--- config.mk ---
export PLATFORM = sky130hd
export DESIGN_NAME = alu_arbiter
export DESIGN_NICKNAME = d
export VERILOG_FILES = /design/src/rtl/alu_arbiter_pkg.sv /design/src/rtl/alu_arbiter_alu.sv /design/src/rtl/alu_arbiter.sv
export SDC_FILE = /design/constraint.sdc
export NUM_CORES = 1
export LEC_CHECK = 0
export ABC_AREA = 1
export CAP_MARGIN = 20
export CORE_MARGIN = 2
export CORE_UTILIZATION = 35
export CTS_BUF_LIST = sky130_fd_sc_hd__clkbuf_4
export CTS_CLUSTER_SIZE = 20
export DETAILED_ROUTE_END_ITERATION = 12
export HOLD_SLACK_MARGIN = 0.12
export SLEW_MARGIN = 20
export SYNTH_ARGS = -nofsm -noshare
export SYNTH_HDL_FRONTEND = slang
export SYNTH_SLANG_ARGS = --single-unit
export TNS_END_PERCENT = 10
--- constraint.sdc ---
create_clock -name clk -period 2.35 [get_ports clk]
set_input_delay 0.47 -clock clk [delete_from_list [all_inputs] [get_ports clk]]
set_output_delay 0.47 -clock clk [all_outputs]
set_load 0.02 [all_outputs]
--- src/rtl/alu_arbiter_pkg.sv ---
// Shared definitions for the alu arbiter slice: operand width, opcodes,
// FSM state encodings and the round-robin pick helper.
package alu_arbiter_pkg;

  localparam int ALU_WIDTH = 32;

  // Opcodes understood by the shared alu
  localparam logic [2:0] OP_ADD  = 3'd0;
  localparam logic [2:0] OP_SUB  = 3'd1;
  localparam logic [2:0] OP_XOR  = 3'd2;
  localparam logic [2:0] OP_SLT  = 3'd3;
  localparam logic [2:0] OP_AND  = 3'd4;
  localparam logic [2:0] OP_NAND = 3'd5;
  localparam logic [2:0] OP_NOR  = 3'd6;
  localparam logic [2:0] OP_OR   = 3'd7;

  // Arbiter FSM encodings; 2'b11 is unused and recovers to IDLE
  localparam logic [1:0] ST_IDLE = 2'd0;
  localparam logic [1:0] ST_EXEC = 2'd1;
  localparam logic [1:0] ST_RESP = 2'd2;

  // Winner of the two request lines: the only valid port, or the port that
  // did not win last time when both are valid.
  function automatic logic rr_pick(input logic [1:0] valid, input logic last_grant);
    if (valid == 2'b11) return ~last_grant;
    return valid[1];
  endfunction

endpackage

--- src/rtl/alu_arbiter_alu.sv ---
// Combinational 32-bit alu shared by both arbiter ports. Overflow is the
// signed overflow of ADD/SUB and reads 0 for every other opcode.
module alu_arbiter_alu
  import alu_arbiter_pkg::*;
#(
  parameter int WIDTH = ALU_WIDTH
) (
  input  logic [2:0]       i_op,
  input  logic [WIDTH-1:0] i_a,
  input  logic [WIDTH-1:0] i_b,
  output logic [WIDTH-1:0] o_result,
  output logic             o_overflow
);

  logic [WIDTH-1:0] w_sum;
  logic [WIDTH-1:0] w_diff;
  logic             w_lt;

  assign w_sum  = i_a + i_b;
  assign w_diff = i_a - i_b;
  assign w_lt   = $signed(i_a) < $signed(i_b);

  // Select the result and overflow flag for the current opcode
  always_comb begin
    // NOTE: defaults first so every path assigns both outputs and no latch is inferred.
    o_result   = '0;
    o_overflow = 1'b0;
    case (i_op)
      OP_ADD: begin
        o_result   = w_sum;
        o_overflow = (i_a[WIDTH-1] == i_b[WIDTH-1]) && (w_sum[WIDTH-1] != i_a[WIDTH-1]);
      end
      OP_SUB: begin
        o_result   = w_diff;
        o_overflow = (i_a[WIDTH-1] != i_b[WIDTH-1]) && (w_diff[WIDTH-1] != i_a[WIDTH-1]);
      end
      OP_XOR:  o_result = i_a ^ i_b;
      OP_SLT:  o_result = {{(WIDTH-1){1'b0}}, w_lt};
      OP_AND:  o_result = i_a & i_b;
      OP_NAND: o_result = ~(i_a & i_b);
      OP_NOR:  o_result = ~(i_a | i_b);
      OP_OR:   o_result = i_a | i_b;
      default: o_result = '0;
    endcase
  end

endmodule

--- src/rtl/alu_arbiter.sv ---
// Two-port round-robin front end for the shared alu. One operation is in
// flight at a time: IDLE accepts, EXEC drives the alu from registered
// operands and captures its output, RESP holds the tagged result until the
// consumer takes it.
module alu_arbiter
  import alu_arbiter_pkg::*;
#(
  parameter int WIDTH   = ALU_WIDTH,
  parameter bit RR_INIT = 1'b0
) (
  input  logic             clk,
  input  logic             reset,
  input  logic [1:0]       req_valid,
  output logic [1:0]       req_ready,
  input  logic [2:0]       req_op0,
  input  logic [2:0]       req_op1,
  input  logic [WIDTH-1:0] req_a0,
  input  logic [WIDTH-1:0] req_a1,
  input  logic [WIDTH-1:0] req_b0,
  input  logic [WIDTH-1:0] req_b1,
  output logic             rsp_valid,
  input  logic             rsp_ready,
  output logic             rsp_id,
  output logic [WIDTH-1:0] rsp_result,
  output logic             rsp_overflow,
  output logic             busy
);

  logic [1:0]       r_state;
  logic             r_last_grant;
  logic [2:0]       r_op;
  logic [WIDTH-1:0] r_a;
  logic [WIDTH-1:0] r_b;
  logic             r_id;
  logic             r_rsp_valid;
  logic             r_rsp_id;
  logic [WIDTH-1:0] r_rsp_result;
  logic             r_rsp_overflow;

  logic             w_grant_id;
  logic             w_handshake;
  logic [WIDTH-1:0] w_alu_result;
  logic             w_alu_overflow;

  assign w_grant_id = rr_pick(req_valid, r_last_grant);

  // Offer ready only to the winner, only in IDLE and never while reset is high
  always_comb begin
    req_ready = 2'b00;
    if (r_state == ST_IDLE && !reset && req_valid != 2'b00) begin
      req_ready = w_grant_id ? 2'b10 : 2'b01;
    end
  end

  assign w_handshake = |(req_valid & req_ready);

  alu_arbiter_alu #(
    .WIDTH (WIDTH)
  ) u_alu (
    .i_op       (r_op),
    .i_a        (r_a),
    .i_b        (r_b),
    .o_result   (w_alu_result),
    .o_overflow (w_alu_overflow)
  );

  // Arbiter FSM: accept, execute, hold the response until taken
  always_ff @(posedge clk) begin
    if (reset) begin
      r_state        <= ST_IDLE;
      r_last_grant   <= ~RR_INIT;
      // NOTE: operand registers are cleared too, so the alu never sees stale data after reset.
      r_op           <= OP_ADD;
      r_a            <= '0;
      r_b            <= '0;
      r_id           <= 1'b0;
      r_rsp_valid    <= 1'b0;
      r_rsp_id       <= 1'b0;
      r_rsp_result   <= '0;
      r_rsp_overflow <= 1'b0;
    end else begin
      // NOTE: non-blocking assignments so every register updates from pre-edge values.
      case (r_state)
        ST_IDLE: begin
          if (w_handshake) begin
            r_op         <= w_grant_id ? req_op1 : req_op0;
            r_a          <= w_grant_id ? req_a1  : req_a0;
            r_b          <= w_grant_id ? req_b1  : req_b0;
            r_id         <= w_grant_id;
            r_last_grant <= w_grant_id;
            r_state      <= ST_EXEC;
          end
        end
        ST_EXEC: begin
          r_rsp_result   <= w_alu_result;
          r_rsp_overflow <= w_alu_overflow;
          r_rsp_id       <= r_id;
          r_rsp_valid    <= 1'b1;
          r_state        <= ST_RESP;
        end
        ST_RESP: begin
          if (rsp_ready) begin
            r_rsp_valid <= 1'b0;
            r_state     <= ST_IDLE;
          end
        end
        default: begin
          r_rsp_valid <= 1'b0;
          r_state     <= ST_IDLE;
        end
      endcase
    end
  end

  assign rsp_valid    = r_rsp_valid;
  assign rsp_id       = r_rsp_id;
  assign rsp_result   = r_rsp_result;
  assign rsp_overflow = r_rsp_overflow;
  assign busy         = (r_state != ST_IDLE);

endmodule

==> run metrics <==
Fin Setup TNS=0 ps; end point of the critical path=rsp_result[26]; Worst Hold Slack=479.0 ps; unrepaired setup endpoints after global routing=yes; kind of critical path=register to register; Post-Syn Instances=1818; syn nets=2055; drt wl/cell=17.63 um; worst clock skew=36.99 ps; CP Data Required Time=2790 ps; final setup violating endpoints=0; post-synthesis instance area=10590 um2; Synthesis Warnings=0; Starting Density=35.65%; Seq/Total Area, Yosys=20.03%; leakage=6.824 nW; fin nets=approximately 2400; Core Util, Final=between 50 and 60%; nature of the critical path endpoint=register; CTS H-tree lvls=3; slew margin rel.=41.77%; global-route wire length before repair=around 68 mm; most used cell, CP=nand2_1; via count=13190; Crit Reg-Reg Startpoint=r_a[5]; Top FF cell, synth=dfxtp_1; Critical Path Max Stage Delay=400 ps; initial antenna violation count=3; Die Span Y=178.0 um; DR DRC count=0; initial drt markers=between 1000 and 1500; critical path launch point=r_a[5]; largest net degree at the start of global routing=77; max-cap violation count=0; clk root buf=clkbuf_4; Synth async-reset ratio=0%; syn avg cell area=approximately 5.8 um2; crit path cell chain=inv_1 -> ha_4 -> nor2_2 -> nand2_1 -> buf_4 -> nand2_1 -> nand3_1 -> nand3_1 -> nand2_1 -> nand3_1 -> nand2_1 -> nand3_1 -> nand2_1 -> nor2_1 -> nor2_1; Hold Fails Final Rpt=0; Critical Path AT=~2700 ps; Final Max Tran Viols=0; first-pass detailed-route iteration total=6; Tmin final=between 2000 and 2500 ps; Final HPWL DP=35.47 mm; Post-synth EDFFs=0; pre-CTS setup slack=-181.8 ps; critical path fanouts, max=7; DP Cell Count=between 2000 and 3000; RePlAce Congestion=roughly 1.0; Fmax achieved=439.9 MHz; Pwr Density=481.0 nW/um2; Area Overhead vs Synth=40.34%; Reg clk slew, reported paths=approximately 210 ps; total wire length=around 45 mm; Worst Hold Class=primary input to register; DRT antenna net count=0; Clock Sinks=106; flop-to-flop setup slack=80 ps; cts bufs inserted=9; worst r2r dst=rsp_result[26]; gr ovfl total=0; Peak supply drop=0.2535 mV; gr usage total=27.99%; crit start category=register; worst setup margin=76.67 ps; DIE AREA=roughly 32000 um2; Skew-Pair Late Insertion Delay=530 ps; core region area=29720 um2; CP max stage cell=dfxtp_1; Synth Register Bits=106; Clock Tree Buf Depth=2; outcome=completed; row count=63; CTS tree=yes; crit share post-route=96.74%; fin cells=2544; synth unique cells=46; worst slew pin tran=872.4 ps; Via density=5.184; IO Port Bufs=between 150 and 200; Die X=178.0 um; layout cells sized above 1=16.96%; FF-to-FF path depth=15; I/O pin cnt=177; vias in the first global route=12430
==> synth_stat cells (2+ instances only) <==
| cell | number | area, um2 |
|---|---|---|
| nand2_1 | 602 | 2260 |
| inv_1 | 245 | 919.6 |
| nor2_1 | 183 | 686.9 |
| dfxtp_1 | 106 | 2122 |
| ha_1 | 96 | 1201 |
| a21oi_1 | 95 | 475.5 |
| nand3_1 | 93 | 465.5 |
| o21ai_0 | 91 | 455.4 |
| a31oi_1 | 72 | 450.4 |
| clkbuf_1 | 35 | 131.4 |
| buf_2 | 31 | 155.2 |
| nand4_1 | 18 | 112.6 |
| buf_4 | 17 | 127.6 |
| nor3_1 | 15 | 75.07 |
| o21bai_1 | 15 | 112.6 |
| o221ai_1 | 12 | 105.1 |
| a211oi_1 | 11 | 82.58 |
| a221oi_1 | 11 | 96.34 |
| nor2_2 | 6 | 37.54 |
| xor2_1 | 6 | 52.55 |
| nor4_1 | 5 | 31.28 |
| o211ai_1 | 5 | 37.54 |
| a41oi_1 | 4 | 35.03 |
| buf_6 | 4 | 45.04 |
| nand2_2 | 4 | 25.02 |
| and2_1 | 3 | 18.77 |
| inv_2 | 3 | 11.26 |
| o2111ai_1 | 3 | 26.28 |
| a2111oi_0 | 2 | 17.52 |
| a21oi_2 | 2 | 17.52 |
| clkbuf_2 | 2 | 10.01 |
| fa_1 | 2 | 40.04 |
| nand3_2 | 2 | 20.02 |
| nor3_2 | 2 | 20.02 |
| o21a_1 | 2 | 15.01 |
| o21ai_1 | 2 | 10.01 |
| o22ai_1 | 2 | 12.51 |
==> power by group <==
part	switching (W)	internal [W]
Clock	0.000754	0.000235
Sequential	0.0000937	0.00195
Combinational	0.00237	0.00175
Total	0.00322	0.00393
==> kinds of logic (layout without fill, tap and decap cells) <==
group,count (synthesis),count (layout),share of synthesized area (%)
other cells,0,2,0
compound gates,332,332,18.65
xor+xnor,6,6,0.4960
simple gates,939,939,35.89
buf+inv,337,671,13.22
flops,106,106,20.03
fa+ha+maj,98,98,11.72
==> sequential cells by signal, indices dropped and copies added, names as in the netlist <==
name and cells:
rsp_overflow 1, r_id 1, r_op 3, r_state 2, rsp_valid 1, r_b 32
r_last_grant 1, rsp_result 32, r_a 32, rsp_id 1
==> critical path: cells and delay by family (launching register included) <==
family	cells	cell delay [ps]
DFF	1	400
adders and majority gates	1	280
and+or+nand+nor	12	1260
buffers and inverters	2	240
==> cell usage in the layout (no fill, tap or decap), types with 4 or more instances in the layout <==
cell / count
buf_12: 6
o21ai_0: 85
clkdlybuf4s50_1: 173
ha_1: 67
nand4_1: 18
a41oi_1: 4
a221oi_1: 11
a21oi_2: 10
ha_4: 27
buf_4: 225
nor3_1: 14
o221ai_1: 12
nand3_1: 88
a31oi_1: 72
o21bai_1: 13
o211ai_1: 5
nor2_2: 20
nor2_1: 167
nand3_2: 7
nand2_1: 592
inv_1: 241
nand2_2: 14
a21oi_1: 86
xor2_1: 6
dfxtp_2: 10
dfxtp_1: 95
inv_2: 7
clkbuf_4: 9
a211oi_1: 11
o21ai_1: 7
==> area by class of cell <==
class,instances,area (um2)
diodes,2,5.005
clock buffers,9,67.56
clock inverters,7,63.81
fillers,3076,14850
inverters,248,930.9
multi-input cells,1375,7619
flip-flops and latches,106,2138
well taps,390,488.0
repair buffers,407,3556
==> worst min path at each step <==
stage	start	endpoint	slack, ps	depth (start not counted)
2_1_floorplan	r_last_grant	r_last_grant	430	2
3_3_place_gp	rsp_result[2]	rsp_result[2]	460	2
3_5_place_dp	rsp_result[2]	rsp_result[2]	460	2
4_1_cts	req_b0[26]	r_b[26]	460	3
5_1_grt	req_a0[25]	r_a[25]	470	3
6_report	req_b0[25]	r_b[25]	480	3
==> timing repair <==
| action | CTS | global route |
|---|---|---|
| buffers inserted | 0 | 5 |
| setup endpoints to repair | 15 | 30 |
| hold buffers | 0 | 0 |
| resized for setup | 18 | 117 |
| gates cloned | 0 | 0 |
| pin swaps | 0 | 11 |
==> per-layer routing <==
layer | up-vias | share of wire, % | global-route usage [%]
met5 | - | 0 | 0
met2 | 591 | 41 | 41.38
met4 | 0 | 2.2 | 7.650
met1 | 6020 | 47 | 41.37
met3 | 68 | 9.3 | 4.881
li1 | 6509 | - | -
==> stage by stage <==
step                      total power [W]  instance area (um2)
final                            0.007151                14870
after CTS                        0.006852                14340
after global routing             0.007624                14870
after global placement           0.005822                14170
after detailed placement         0.005840                14170
after floorplan                  0.004146                10590
Power figures use the tool's default switching activity.
